--- config.mk ---
export PLATFORM = sky130hd
export DESIGN_NAME = muldiv_unit
export DESIGN_NICKNAME = d
export VERILOG_FILES = /design/src/rtl/muldiv_unit.sv
export SDC_FILE = /design/constraint.sdc
export NUM_CORES = 1
export LEC_CHECK = 0
export ABC_AREA = 1
export BUFFER_PORTS_ARGS = -buffer_cell sky130_fd_sc_hd__buf_2
export CAP_MARGIN = 20
export CORE_MARGIN = 3
export CORE_UTILIZATION = 65
export CTS_BUF_LIST = sky130_fd_sc_hd__clkbuf_16
export CTS_CLUSTER_DIAMETER = 80
export CTS_CLUSTER_SIZE = 40
export DETAILED_ROUTE_END_ITERATION = 6
export PLACE_DENSITY = 0.87
export SYNTH_ARGS = -nofsm -noshare
export SYNTH_HDL_FRONTEND = slang
export SYNTH_SLANG_ARGS = --single-unit
export TNS_END_PERCENT = 1
--- constraint.sdc ---
create_clock -name clk -period 4.8 [get_ports clk]
set_input_delay 0 -clock clk [delete_from_list [all_inputs] [get_ports clk]]
set_output_delay 0 -clock clk [all_outputs]
set_load 0.05 [all_outputs]
--- src/rtl/muldiv_unit.sv ---
// Iterative unsigned multiply/divide unit for the EX stage.
// MUL/MULHU use a shift-add accumulator. DIVU/REMU use a restoring divider.
// Every operation takes a fixed DATA_WIDTH iterations.
// The pipeline is held through `stall` until the result is ready.
module muldiv_unit #(
  parameter int DATA_WIDTH     = 16,
  parameter int REG_ADDR_WIDTH = 3
) (
  input  logic                      clk,
  input  logic                      reset_n,
  input  logic                      start,
  input  logic [1:0]                op,
  input  logic [DATA_WIDTH-1:0]     operand_a,
  input  logic [DATA_WIDTH-1:0]     operand_b,
  input  logic [REG_ADDR_WIDTH-1:0] dst_in,
  input  logic                      flush,
  output logic                      busy,
  output logic                      stall,
  output logic                      done,
  output logic [DATA_WIDTH-1:0]     result,
  output logic [REG_ADDR_WIDTH-1:0] dst_out,
  output logic                      div_by_zero
);

  localparam int W  = DATA_WIDTH;
  localparam int CW = $clog2(DATA_WIDTH) + 1;

  typedef enum logic [1:0] {S_IDLE, S_RUN, S_DONE} state_t;

  state_t                    r_state;
  logic [CW-1:0]             r_count;
  // The accumulator is shared by both operation types.
  // Multiply: {partial product high, multiplier bits still to consume}.
  // Divide:   {partial remainder, dividend bits shifting into the quotient}.
  logic [2*W-1:0]            r_acc;
  logic [W-1:0]              r_opnd;      // multiplicand or divisor
  logic [1:0]                r_op;
  logic [REG_ADDR_WIDTH-1:0] r_dst;
  logic                      r_dbz_pend;
  logic                      r_done;
  logic [W-1:0]              r_result;
  logic [REG_ADDR_WIDTH-1:0] r_dst_out;
  logic                      r_dbz;

  logic                      w_accept;
  logic [W-1:0]              w_addend;
  logic [W:0]                w_mul_sum;
  logic [W:0]                w_div_shift;
  logic [W:0]                w_div_diff;
  logic                      w_div_ge;
  logic [2*W-1:0]            w_acc_next;
  logic [W-1:0]              w_result_next;

  // A new operation may enter from IDLE or DONE. A flush always blocks it.
  assign w_accept = start & ~flush & (r_state != S_RUN);

  assign busy        = (r_state == S_RUN);
  assign stall       = (r_state == S_RUN) | (start & (r_state != S_RUN) & ~flush);
  assign done        = r_done;
  assign result      = r_result;
  assign dst_out     = r_dst_out;
  assign div_by_zero = r_dbz;

  // One iteration of either algorithm.
  // With a zero divisor the restoring divider naturally produces an all-ones
  // quotient and leaves the dividend as the remainder.
  always_comb begin
    w_addend    = r_acc[0] ? r_opnd : '0;
    w_mul_sum   = {1'b0, r_acc[2*W-1:W]} + {1'b0, w_addend};
    w_div_shift = r_acc[2*W-1:W-1];
    w_div_diff  = w_div_shift - {1'b0, r_opnd};
    w_div_ge    = (w_div_shift >= {1'b0, r_opnd});
    if (r_op[1]) begin
      w_acc_next = {(w_div_ge ? w_div_diff[W-1:0] : w_div_shift[W-1:0]),
                    r_acc[W-2:0], w_div_ge};
    end else begin
      w_acc_next = {w_mul_sum, r_acc[W-1:1]};
    end
    // op[0] selects the high half: MULHU gives the product high word,
    // REMU gives the remainder.
    w_result_next = r_op[0] ? w_acc_next[2*W-1:W] : w_acc_next[W-1:0];
  end

  // Control FSM, datapath iteration and registered outputs.
  always_ff @(posedge clk or negedge reset_n) begin
    if (!reset_n) begin
      r_state    <= S_IDLE;
      r_count    <= '0;
      r_acc      <= '0;
      r_opnd     <= '0;
      r_op       <= '0;
      r_dst      <= '0;
      r_dbz_pend <= 1'b0;
      r_done     <= 1'b0;
      r_result   <= '0;
      r_dst_out  <= '0;
      r_dbz      <= 1'b0;
    end else begin
      r_done <= 1'b0;
      case (r_state)
        S_IDLE, S_DONE: begin
          if (w_accept) begin
            r_state    <= S_RUN;
            r_count    <= CW'(W);
            r_op       <= op;
            r_dst      <= dst_in;
            r_opnd     <= op[1] ? operand_b : operand_a;
            r_acc      <= {{W{1'b0}}, (op[1] ? operand_a : operand_b)};
            r_dbz_pend <= op[1] & (operand_b == '0);
          end else begin
            r_state <= S_IDLE;
          end
        end
        S_RUN: begin
          if (flush) begin
            // Abort: previously completed result, tag and flag stay visible.
            r_state <= S_IDLE;
          end else begin
            r_acc   <= w_acc_next;
            r_count <= r_count - CW'(1);
            if (r_count == CW'(1)) begin
              r_state   <= S_DONE;
              r_done    <= 1'b1;
              r_result  <= w_result_next;
              r_dst_out <= r_dst;
              r_dbz     <= r_dbz_pend;
            end
          end
        end
        default: r_state <= S_IDLE;
      endcase
    end
  end

endmodule

# Word-level counts from Yosys, hierarchy flattened

Index checks and enable logic that the tools add are counted.

$add $sub $neg: 3
Order comparisons: 1
Equality and inequality tests: 7
Muxes and demuxes: 19
Bitwise gates (word level): 7
Reduce and logical (&&, ||, !) cells: 7

Operator list:

| cell                                                                    | count |
|---|---|
| 32-bit two-way mux                                                      | 3 |
| 16-bit two-way mux                                                      | 5 |
| 32-bit case mux with 2 select lines                                     | 1 |
| 16-bit by 16-bit adder with 17-bit output                               | 1 |
| 17-bit by 16-bit greater-or-equal comparator with 1-bit output          | 1 |
| 16-bit logical NOT                                                      | 1 |
| 16-bit subtractor                                                       | 1 |
| 5-bit two-way mux                                                       | 2 |
| 5-bit case mux with 2 select lines                                      | 1 |
| 3-bit AND reduction                                                     | 2 |
| 1-bit AND                                                               | 5 |
| 5-bit by 1-bit equality test with 1-bit output, second input constant   | 1 |
| 5-bit by 1-bit subtractor with 5-bit output, second input constant      | 1 |
| 1-bit two-way mux                                                       | 4 |
| 2-bit two-way mux                                                       | 2 |
| 2-bit inequality test, second input constant                            | 2 |
| 2-bit case mux with 2 select lines                                      | 1 |
| 3-bit by 2-bit inequality test with 1-bit output, second input constant | 1 |
| 2-bit by 1-bit equality test with 1-bit output, second input constant   | 1 |
| 2-bit equality test, second input constant                              | 1 |
| 2-bit logical NOT                                                       | 1 |
| 2-bit by 1-bit inequality test with 1-bit output, second input constant | 1 |
| 2-bit AND reduction                                                     | 1 |
| 2-bit nonzero test                                                      | 1 |
| other kinds (3)                                                         | 3 |

Flip-flop bits (word level): 82
Input bits: 41
Output and inout bits: 23
Logic and storage cells: 55

# Longest topological paths before layout

Depth after elaboration: 5
Mapped depth: 19
Mapped depth without buffers: 17

# Worst setup path before layout

OpenSTA, ideal clock, no wires.

Path kind: reg-to-reg
Start point: reg r_acc[0]
End point: reg r_result[13] (netlist: result[13])
Library setup time: 0.118 ns
Data arrival time: 2.354 ns
Data required time: 4.682 ns
Path slack: 2.328 ns
Cell stages (with the launch flop): 20
Path buffers: 2
Period minus slack after synthesis: 2.472 ns
Cells stage by stage: dfrtp_1 clkbuf_1 clkbuf_1 nand2_1 inv_1 ha_1 inv_1 fa_1 inv_1 nand3_1 nand3_1 nand2_1 nand2_1 nand3_1 nand2_1 nand2_1 nand3_1 nand3_1 nand2_1 nand2_1

Longest elaborated chain between the ends: 4

Ends and longest elaborated chain:

| item                                      | line | RTL |
|---|---|---|
| start: declaration                        | 35   | `logic [2*W-1:0] r_acc;` |
| start signal: assignment                  | 108  | `r_acc <= {{W{1'b0}}, (op[1] ? operand_a : operand_b)};` |
| start signal: assignment                  | 119  | `r_acc <= w_acc_next;` |
| 16-bit two-way mux                        | 68   | `w_addend = r_acc[0] ? r_opnd : '0;` |
| 16-bit by 16-bit adder with 17-bit output | 69   | `w_mul_sum = {1'b0, r_acc[2*W-1:W]} + {1'b0, w_addend};` |
| 32-bit two-way mux                        | 73   | `if (r_op[1]) begin` |
| 16-bit two-way mux                        | 81   | `w_result_next = r_op[0] ? w_acc_next[2*W-1:W] : w_acc_next[W-1:0];` |
| end signal: assignment                    | 124  | `r_result <= w_result_next;` |
| end: declaration                          | 41   | `logic [W-1:0] r_result;` |

No other way between the ends.
A chain may end at the register's enable or synchronous reset.

# Worst setup path after layout

Ends and elaborated chain as after synthesis.

==> out/qor.csv <==
stage;metric;value;unit
power_and_ir_drop;peakVddDrop;0.375;mV
logic_synthesis;syn_area;6470;um^2
timing;fin_setup_tns;0;ns
route;routed_wl;19600;um
logic_synthesis;syn_inst;996;
place;place_hpwl;14800;um
logic_synthesis;ys.flop_type;dfrtp_1;
die;die_y;106;um
logic_synthesis;synth_cell_types;40;
global_routing;grt_max_degree;63;
logic_synthesis;yosysMostFrequentCell;nand2_1;
global_routing;grt_pass1_wl;31500;um
timing;setup_viol;0;
die;rows;35;
power_and_ir_drop;power.share.clock;0.156;
power_and_ir_drop;p_sw;2370;uW
place;place_ws;1.99;ns
logic_synthesis;syn_area_per_cell;6.49;um^2
logic_synthesis;synth_edf_count;0;
power_and_ir_drop;total_power;4460;uW
min_path;hold-path-endpoint;r_opnd[1]$_DFFE_PN0P_;
clock_tree;cts_root_buf;clkbuf_16;
die;ioPinCount;64;
setup_path;cp.arrival;3.17;ns
logic_synthesis;yosys-top-cells-area;dfrtp_1 32%, nand2_1 20%, inv_1 8.5%;
setup_path;r2r_start;r_acc[0]$_DFFE_PN0P_;
logic_synthesis;synthArstFlopShare;1.00;
logic_synthesis;synth.largest_area_cell;dfrtp_1;
setup_path;critPathMaxFanout;18;
logic_synthesis;yosysSeqAreaShare;0.317;
die;die-area;11200;um^2
die;die_x;106;um
logic_synthesis;syn_nets;1073;
route;route.vias.total;6926;
clock_tree;cts-htree-levels;3;
setup_path;cp-end-kind;register;
logic_synthesis;synthTopCellsByCount;347 x nand2_1, 146 x inv_1, 82 x dfrtp_1;
setup_path;worstPathRequired;5.03;ns
die;core-area;9460;um^2
global_routing;grt-ovfl-total;0;
power_and_ir_drop;p_leak;0.00409;uW
timing;finalWorstSetupSlack;1.87;ns
place;io_buffers;63;
clock_tree;postCtsSetupBuffers;0;
clock_tree;hold_buffers;12;
power_and_ir_drop;power.internal;2100;uW
place;place_congestion;1.04;
place;placed_cells;1152;
layout;layout-drive-gt1-share;0.105;
clock_tree;clk_pin_slew;0.07;ns
timing;drv_slew;0;
timing;period_needed;2.93;ns
layout;fin_util;0.762;
clock_tree;cts_tree;yes;
timing;finClkSkew;0.0132;ns
timing;grt_setup_unrepaired;no;
layout;finalNetCount;1123;
clock_tree;clk_latency;0.35;ns
timing;hold_violations;0;
status;failed_checks;design-rule violations;
power_and_ir_drop;power_density;619;nW/um^2
route;vias_per_cell;5.87;
min_path;min-delay-start;operand_b[1];
global_routing;antenna_found_initial;0;
global_routing;grt_pass1_vias;6242;
route;drc_errors;1;
min_path;hold_class;in2reg;
setup_path;ff2ff_setup_slack;1.87;ns
timing;slew_headroom;0.311;
clock_tree;cts_sinks;82;
logic_synthesis;synth_top_area_share;0.317;
status;status;finished with violations;
logic_synthesis;yosysWarningCount;0;
power_and_ir_drop;swShare;0.530;
setup_path;worst_setup_path_start_kind;register;
route;drtAntennaViolNets;0;
timing;clock.fmax;0.341;GHz
min_path;hold_path_depth;3;
timing;finalCritPeriodShare;0.611;
setup_path;r2r_end;result[13]$_DFFE_PN0P_;
setup_path;path_class;reg2reg;
layout;final_cells;1180;
layout;syn_to_final_growth;11.5;%
clock_tree;ctsResizeCount;0;
route;drtIter0Drc;803;
logic_synthesis;synth.ff_latch_count;82;
clock_tree;cts_buffer_depth;2;
die;initial_utilization;0.684;
route;wire_per_inst;16.6;um
global_routing;grt_usage;0.355;
power_and_ir_drop;comb_power_share;0.586;
flow_run;cap_viol_max_count;0;
clock_tree;cts_made_buffers;9;
power_and_ir_drop;seqPwrFrac;0.258;
layout;antennaDiodeCount;0;
setup_path;r2r_cells;17;
route;dr.pass1.iters;7;
timing;worst_pin_slew;1.03;ns
[metal layers]
metal,track usage,routed length [um]
met1,0.523,8120
met2,0.520,8260
met3,0.0649,2410
met4,0.136,831
met5,0,0
[flip-flops by register name, summed over array words and instances, names as in the netlist]
| signal | flops |
|---|---|
| result | 16 |
| r_dst | 3 |
| done | 1 |
| r_state | 2 |
| r_acc | 32 |
| dst_out | 3 |
| r_count | 5 |
| div_by_zero | 1 |
| r_dbz_pend | 1 |
| r_op | 2 |
| r_opnd | 16 |
[layout by cell type, fill, tap and decap left out, types with 16 or more instances in the layout]
| cell | n |
|---|---|
| nand2_1 | 347 |
| inv_1 | 146 |
| nand4_1 | 27 |
| nand3_1 | 73 |
| dfrtp_1 | 82 |
| ha_1 | 34 |
| nor2_1 | 61 |
| o221ai_1 | 16 |
| buf_2 | 62 |
| o21ai_0 | 71 |
| a21oi_1 | 23 |
[final cells by class]
type	count	area [um^2]
sequential	82	2050
fill	765	2250
timing repair buffer	78	460
clock inverter	7	71.3
clock buffer	9	225
tap	129	161
inverter	151	567
multi-input combinational	724	3670
[cell families (layout without fill, tap and decap cells)]
logic type / after synthesis / count (layout) / synth area share
flops: 82 / 82 / 0.317
compound gates: 134 / 134 / 0.122
xor+xnor: 9 / 9 / 0.0122
buf+inv: 190 / 245 / 0.115
fa+ha+maj: 36 / 36 / 0.0720
simple gates: 545 / 545 / 0.362
[per-stage QoR]
stage               cell area [um^2]  hold slack [ns]
global route                    7210           0.0171
detailed placement              6790          -0.0237
floorplan                       6470           -0.296
global placement                6790          -0.0253
finish                          7210         0.000687
CTS                             7210          0.00387
[worst max-delay path, stage by stage (launching register included)]
cell and delay (ns):
dfrtp_1 0.69, nand2_1 0.13, inv_1 0.09, ha_1 0.24
inv_1 0.08, fa_1 0.35, inv_1 0.12, nand3_1 0.08
nand3_1 0.13, nand2_1 0.07, nand2_1 0.14, nand3_1 0.11
nand2_1 0.08, nand2_1 0.05, nand3_1 0.09, nand3_1 0.14
nand2_1 0.18, nand2_1 0.06
[power by group through the flow]
stage / Sequential (uW) / Combinational (uW) / Clock, uW
after floorplan: 1220 / 1820 / 0
after global placement: 1140 / 2490 / 0
after detailed placement: 1150 / 2510 / 0
after CTS: 1140 / 2550 / 689
after global routing: 1180 / 2890 / 722
final: 1150 / 2610 / 695
[worst max path at each step]
stage                                       from                endpoint  slack (ns)  depth (start not counted)
after global routing      r_state[0]$_DFFE_PN0P_    r_acc[0]$_DFFE_PN0P_        1.66                          9
after CTS                   r_acc[0]$_DFFE_PN0P_  result[13]$_DFFE_PN0P_        1.96                         17
after global placement      r_acc[0]$_DFFE_PN0P_  result[13]$_DFFE_PN0P_        2.01                         17
after floorplan             r_acc[0]$_DFFE_PN0P_  result[13]$_DFFE_PN0P_        2.33                         19
after detailed placement    r_acc[0]$_DFFE_PN0P_  result[13]$_DFFE_PN0P_        1.99                         17
final                       r_acc[0]$_DFFE_PN0P_  result[13]$_DFFE_PN0P_        1.87                         17
Note: power is estimated with default switching activity, not from simulation.
